[src/rtl/uart_pkg.sv]
// uart_pkg: shared FSM states, error bit indices and oversample helpers for the UART receiver.
package uart_pkg;
  typedef enum logic [2:0] {IDLE, START, DATA, PARITY, STOP, DONE} state_t;
  localparam int BRK = 0;
  localparam int PAR = 1;
  localparam int FRM = 2;
  localparam int OS_RATIO = 16;
  function automatic int os_ratio();
    return OS_RATIO;
  endfunction
  function automatic int os_div(input int sys, input int baud);
    int d = sys / (baud * OS_RATIO);
    return d < 1 ? 1 : d;
  endfunction
endpackage

[src/rtl/uart_baud_tick.sv]
// uart_baud_tick: one-cycle oversample tick every DIV clocks, restartable so ticks align to a start edge.
module uart_baud_tick #(
  parameter int DIV = 1
) (
  input  logic Clk,
  input  logic Rst,
  input  logic restart,
  output logic tick
);
  localparam int W = DIV > 1 ? $clog2(DIV) : 1;
  localparam logic [W-1:0] LAST = W'(DIV - 1);
  logic [W-1:0] cnt;
  always_ff @(posedge Clk or negedge Rst)
    if (!Rst) begin
      cnt  <= '0;
      tick <= 1'b0;
    end else if (restart) begin
      cnt  <= '0;
      tick <= 1'b0;
    end else begin
      tick <= cnt == LAST;
      cnt  <= cnt == LAST ? '0 : cnt + 1'b1;
    end
endmodule

[src/rtl/uart_rx.sv]
// uart_rx: 16x oversampled UART receiver with even parity, break/frame/parity detection and FIFO push strobe.
module uart_rx
  import uart_pkg::*;
#(
  parameter int SYSCLK_RATE = 100000000,
  parameter int BAUD_RATE   = 9600,
  parameter int DATA_BITS   = 8,
  parameter int PARITY_BIT  = 1,
  parameter int STOP_BITS   = 2
) (
  input  logic                 Clk,
  input  logic                 Rst,
  input  logic                 Rx,
  input  logic                 FIFO_Full,
  output logic [DATA_BITS-1:0] Data_Out,
  output logic                 Data_Valid,
  output logic [2:0]           Rx_Error,
  output logic                 Overrun,
  output logic                 RTS,
  output logic                 Rx_Busy
);
  localparam int OS_DIV = os_div(SYSCLK_RATE, BAUD_RATE);
  state_t               state;
  logic [1:0]           sync;
  logic                 rx_d, rx_s, fall, tick, restart, mid;
  logic                 brk_wait, all_zero, frm, par, brk_n, frm_n, last_stop;
  logic [3:0]           tcnt;
  logic [2:0]           bitcnt;
  logic                 stopcnt;
  logic [DATA_BITS-1:0] shift;

  assign rx_s      = sync[1];
  assign fall      = rx_d & ~rx_s;
  assign restart   = fall & ~brk_wait & (state == IDLE || state == DONE);
  assign mid       = tick & (tcnt == (state == START ? 4'd7 : 4'd15));
  assign brk_n     = all_zero & ~rx_s;
  assign frm_n     = frm | ~rx_s;
  assign last_stop = stopcnt == 1'(STOP_BITS - 1);
  assign Rx_Busy   = state != IDLE;

  uart_baud_tick #(.DIV(OS_DIV)) u_tick (.Clk(Clk), .Rst(Rst), .restart(restart), .tick(tick));

  always_ff @(posedge Clk or negedge Rst)
    if (!Rst) begin
      state      <= IDLE;
      sync       <= 2'b11;
      rx_d       <= 1'b1;
      tcnt       <= '0;
      bitcnt     <= '0;
      stopcnt    <= 1'b0;
      shift      <= '0;
      brk_wait   <= 1'b0;
      all_zero   <= 1'b0;
      frm        <= 1'b0;
      par        <= 1'b0;
      Data_Out   <= '0;
      Data_Valid <= 1'b0;
      Rx_Error   <= '0;
      Overrun    <= 1'b0;
      RTS        <= 1'b0;
    end else begin
      sync       <= {sync[0], Rx};
      rx_d       <= rx_s;
      RTS        <= ~FIFO_Full;
      Data_Valid <= 1'b0;
      Overrun    <= 1'b0;
      case (state)
        IDLE:
          if (brk_wait) begin
            // after a break, only a full bit time of idle-high line re-arms edge detection
            if (!rx_s) tcnt <= '0;
            else if (tick) begin
              tcnt <= tcnt + 1'b1;
              if (tcnt == 4'd15) brk_wait <= 1'b0;
            end
          end else if (fall) begin
            state <= START;
            tcnt  <= '0;
          end
        START:
          if (tick) begin
            tcnt <= mid ? 4'd0 : tcnt + 1'b1;
            if (mid) begin
              state    <= rx_s ? IDLE : DATA;
              Rx_Error <= rx_s ? Rx_Error : 3'b000;
              all_zero <= 1'b1;
              frm      <= 1'b0;
              par      <= 1'b0;
              bitcnt   <= '0;
            end
          end
        DATA:
          if (tick) begin
            tcnt <= tcnt + 1'b1;
            if (mid) begin
              shift    <= {shift[DATA_BITS-2:0], rx_s};
              all_zero <= brk_n;
              bitcnt   <= bitcnt + 1'b1;
              stopcnt  <= 1'b0;
              if (bitcnt == 3'(DATA_BITS - 1)) state <= PARITY_BIT != 0 ? PARITY : STOP;
            end
          end
        PARITY:
          if (tick) begin
            tcnt <= tcnt + 1'b1;
            if (mid) begin
              par      <= rx_s ^ (^shift);
              all_zero <= brk_n;
              state    <= STOP;
            end
          end
        STOP:
          if (tick) begin
            tcnt <= tcnt + 1'b1;
            if (mid) begin
              frm      <= frm_n;
              all_zero <= brk_n;
              stopcnt  <= stopcnt + 1'b1;
              if (last_stop) begin
                state         <= DONE;
                Data_Out      <= shift;
                Rx_Error[BRK] <= brk_n;
                Rx_Error[PAR] <= par & ~brk_n;
                Rx_Error[FRM] <= frm_n & ~brk_n;
                Data_Valid    <= ~FIFO_Full;
                Overrun       <= FIFO_Full;
                brk_wait      <= brk_n;
              end
            end
          end
        DONE: begin
          tcnt  <= '0;
          state <= restart ? START : IDLE;
        end
        default: state <= IDLE;
      endcase
    end
endmodule

[config.mk]
export PLATFORM = sky130hd
export DESIGN_NAME = uart_rx
export DESIGN_NICKNAME = d
export VERILOG_FILES = /design/src/rtl/uart_pkg.sv /design/src/rtl/uart_baud_tick.sv /design/src/rtl/uart_rx.sv
export SDC_FILE = /design/constraint.sdc
export NUM_CORES = 1
export LEC_CHECK = 0
export ABC_CLOCK_PERIOD_IN_PS = 2470
export CAP_MARGIN = 25
export CORE_ASPECT_RATIO = 0.5
export CORE_MARGIN = 2
export CORE_UTILIZATION = 50
export CTS_BUF_LIST = sky130_fd_sc_hd__clkbuf_16
export CTS_CLUSTER_DIAMETER = 150
export DETAILED_ROUTE_END_ITERATION = 7
export PLACE_DENSITY = 0.71
export SLEW_MARGIN = 0
export SYNTH_ARGS = -nofsm -noshare
export SYNTH_HDL_FRONTEND = slang
export SYNTH_SLANG_ARGS = --single-unit
[constraint.sdc]
create_clock -name Clk -period 2.47 [get_ports Clk]
set_clock_uncertainty 0.2 [all_clocks]
set_input_delay 0.494 -clock Clk [delete_from_list [all_inputs] [get_ports Clk]]
set_output_delay 0.494 -clock Clk [all_outputs]
set_load 0.05 [all_outputs]
==> out/qor.txt <==
Status - completed
WS Path Type - reg -> out
Slew of the pin with the lowest slew margin - 639 ps
CTS buffer count - 5
Total congestion overflow - 0
Syn Nets - 249
Pwr dens - 640 mW/mm^2
First-pass GRT wire length - 8420 um
Via/cell ratio - 5.58
Critical path data required time - 1780 ps
Nets - 268
Crit start category - flip-flop
DIE HEIGHT - 54.7 um
Setup TNS - 0 ps
Register-to-Register Setup Slack - 330 ps
Dpl ws - 343 ps
Post-synth top area cell - dfrtp_1
Mapped cell area - 0.00257 sq mm
Unrepaired setup endpoints after global routing - no
Starting Density - 0.520
Max-slew headroom - 0.574
Rows - 18
Met1 GRT Util - 0.247
Final setup fails - 0
Synth cell types - 57
Worst-skew pair later-pin latency - 290 ps
Yosys Warn Count - 0
Htree depth - 2
GRT Util Overall - 0.191
Final hold violations - 0
Count of flip-flops with a built-in enable after synthesis - 0
Die Span X - 105 um
Synthesized instance count - 240
CP startpoint - state[1]
DRT antenna net count - 0
Final WS setup - 221 ps
Vias in the first global route - 1,774
DR iter-0 viols - 85
Initial antenna violation count - 0
Count leader, synth - dfrtp_1
# IOs - 19
Min Tclk post-route - 2250 ps
Max-cap viol count - 0
Core area - 0.00493 sq mm
Top FF cell, synth - dfrtp_1
Total die area - 0.00576 sq mm
GP Congestion - 0.847
Worst Setup EP - Rx_Busy
DRT Wirelength - 5020 um
Synth top area share - 0.468
DR WL/cell - 15.2 um
Drt pass-1 iters - 4
Seq/Total Area, Yosys - 0.499
Leak - 1.30 nW
DRC errors left - 0
Most frequent cells after synthesis - dfrtp_1 (48), nor2_1 (19), nand2_1 (18), mux2_1 (14), o21ai_0 (12)
Layer with the highest usage - met2
Worst setup EP type - output port
Post-synth ARST share - 1.00
Seq cells post-synth - 51
Syn Area/Cell - 10.7 sq um
Largest net degree at the start of global routing - 52
F_max - 0.445 GHz
CP Max Fanout - 19
Worst r2r src - tcnt[1]
Final worst-path cycle share - 0.911
Post-CTS Setup Bufs - 0
Hold WC Path Type - reg -> reg
Worst vdd ir - 0.368 mV
Slew Limit Fails - 0
Top post-synthesis cells by area - dfrtp_1 (47%), mux2_1 (6.1%), xnor2_1 (3.8%), dfstp_2 (3.1%), nor2_1 (2.8%)
Clk buf depth - 2
DR vias - 1,842
Met3 Use GR - 0.0429
CTS tree - built
CP arrival - 1560 ps
Root buf cell - clkbuf_16
Port buffer count - 18
Min-delay src - sync[0]
Layout Area Growth over Synthesis - 15.1%
Worst reg-to-reg path cell count - 5
CTS sink cnt - 51
Share of cells above drive strength 1 - 0.100
CTS clk-pin slew, worst paths - 70 ps
Post-CTS sizing - 0
M2 GR Usage - 0.317
R2R Path End - Data_Out[3]
Post-detail-place hpwl - 3400 um
Antenna diodes - 0
-- cells by family (layout without fill, tap and decap cells) --
logic type | Yosys count | count (layout) | synth area share
AO/OA/AOI/OAI | 49 | 49 | 0.127
XOR/XNOR | 18 | 18 | 0.0614
adder cells (fa/ha/maj) | 5 | 5 | 0.0244
buffers and inverters | 20 | 40 | 0.0410
flip-flops | 51 | 51 | 0.499
multiplexers | 17 | 17 | 0.0746
AND/OR/NAND/NOR | 80 | 80 | 0.173
-- worst min-delay path by stage --
stage                        to  slack, ps  cells after the start
floorplan           Data_Out[0]         -2                      0
global placement        sync[1]        150                      0
detailed placement      sync[1]        160                      0
CTS                     sync[1]        170                      0
global route            sync[1]        170                      0
finish                  sync[1]        170                      0
-- per-layer routing --
metal | vias to the layer above | routed length, um
met2 | 56 | 2370
met5 | - | 0
met4 | 0 | 36
met1 | 889 | 2330
li1 | 893 | -
met3 | 4 | 278
-- per-stage QoR --
| step | cell area, sq um | total power, mW | utilization | hold slack [ps] | std cells |
|---|---|---|---|---|---|
| floorplan | 2570 | 1.14 | - | -1.59 | 240 |
| global placement | 2800 | 1.21 | 0.567 | 148 | 321 |
| detailed placement | 2800 | 1.21 | 0.567 | 161 | 321 |
| CTS | 2950 | 1.91 | 0.599 | 172 | 330 |
| global route | 2950 | 1.98 | 0.599 | 170 | 330 |
| finish | 2950 | 1.89 | 0.599 | 170 | 330 |
-- state kept, by name (all words and copies together), names as in the netlist, 2 cells and up --
name,flops
u_tick.cnt,10
Data_Out,8
shift,8
tcnt,4
Rx_Error,3
bitcnt,3
state,3
sync,2
-- layout make-up --
cell class / count / area (sq um)
clock inverter: 3 / 20.0
tap: 70 / 87.6
inverter: 9 / 33.8
clock buffer: 5 / 125
timing repair buffer: 23 / 225
fill: 405 / 1980
sequential: 51 / 1280
multi-input combinational: 169 / 1180
-- where the power goes --
group,switching (mW),leakage [nW],internal (mW)
sequential,0.0711,0.686,0.895
combinational,0.125,0.547,0.107
clock,0.316,0.0716,0.376
total,0.512,1.30,1.38
-- what timing repair did --
item / 4_1_cts / 5_1_grt
hold endpoints to repair: 42 / 0
endpoints found under the setup margin: 0 / 0
hold buffers: 1 / 0
-- cells in the final DEF (no fill, tap or decap), drive strengths merged, types with 2 or more instances in the layout --
master	instances
dfrtp	48
nor2	20
nand2	18
mux2	17
clkdlybuf4s50	16
o21ai	16
xnor2	11
inv	11
a21oi	10
nand3	9
xor2	7
buf	6
nand4	5
ha	5
clkbuf	5
and3	4
nor2b	4
nand2b	3
dfstp	3
and2	3
or3	2
nor4b	2
a22oi	2
or4	2
nand3b	2
o31ai	2
o22ai	2
nor3b	2
nor3	2
-- worst max-delay path: stages, from the launching register on --
cell and delay (ps):
dfrtp_1 610, or3_1 450, buf_4 200
No activity file was read; power rests on OpenSTA's default activity.
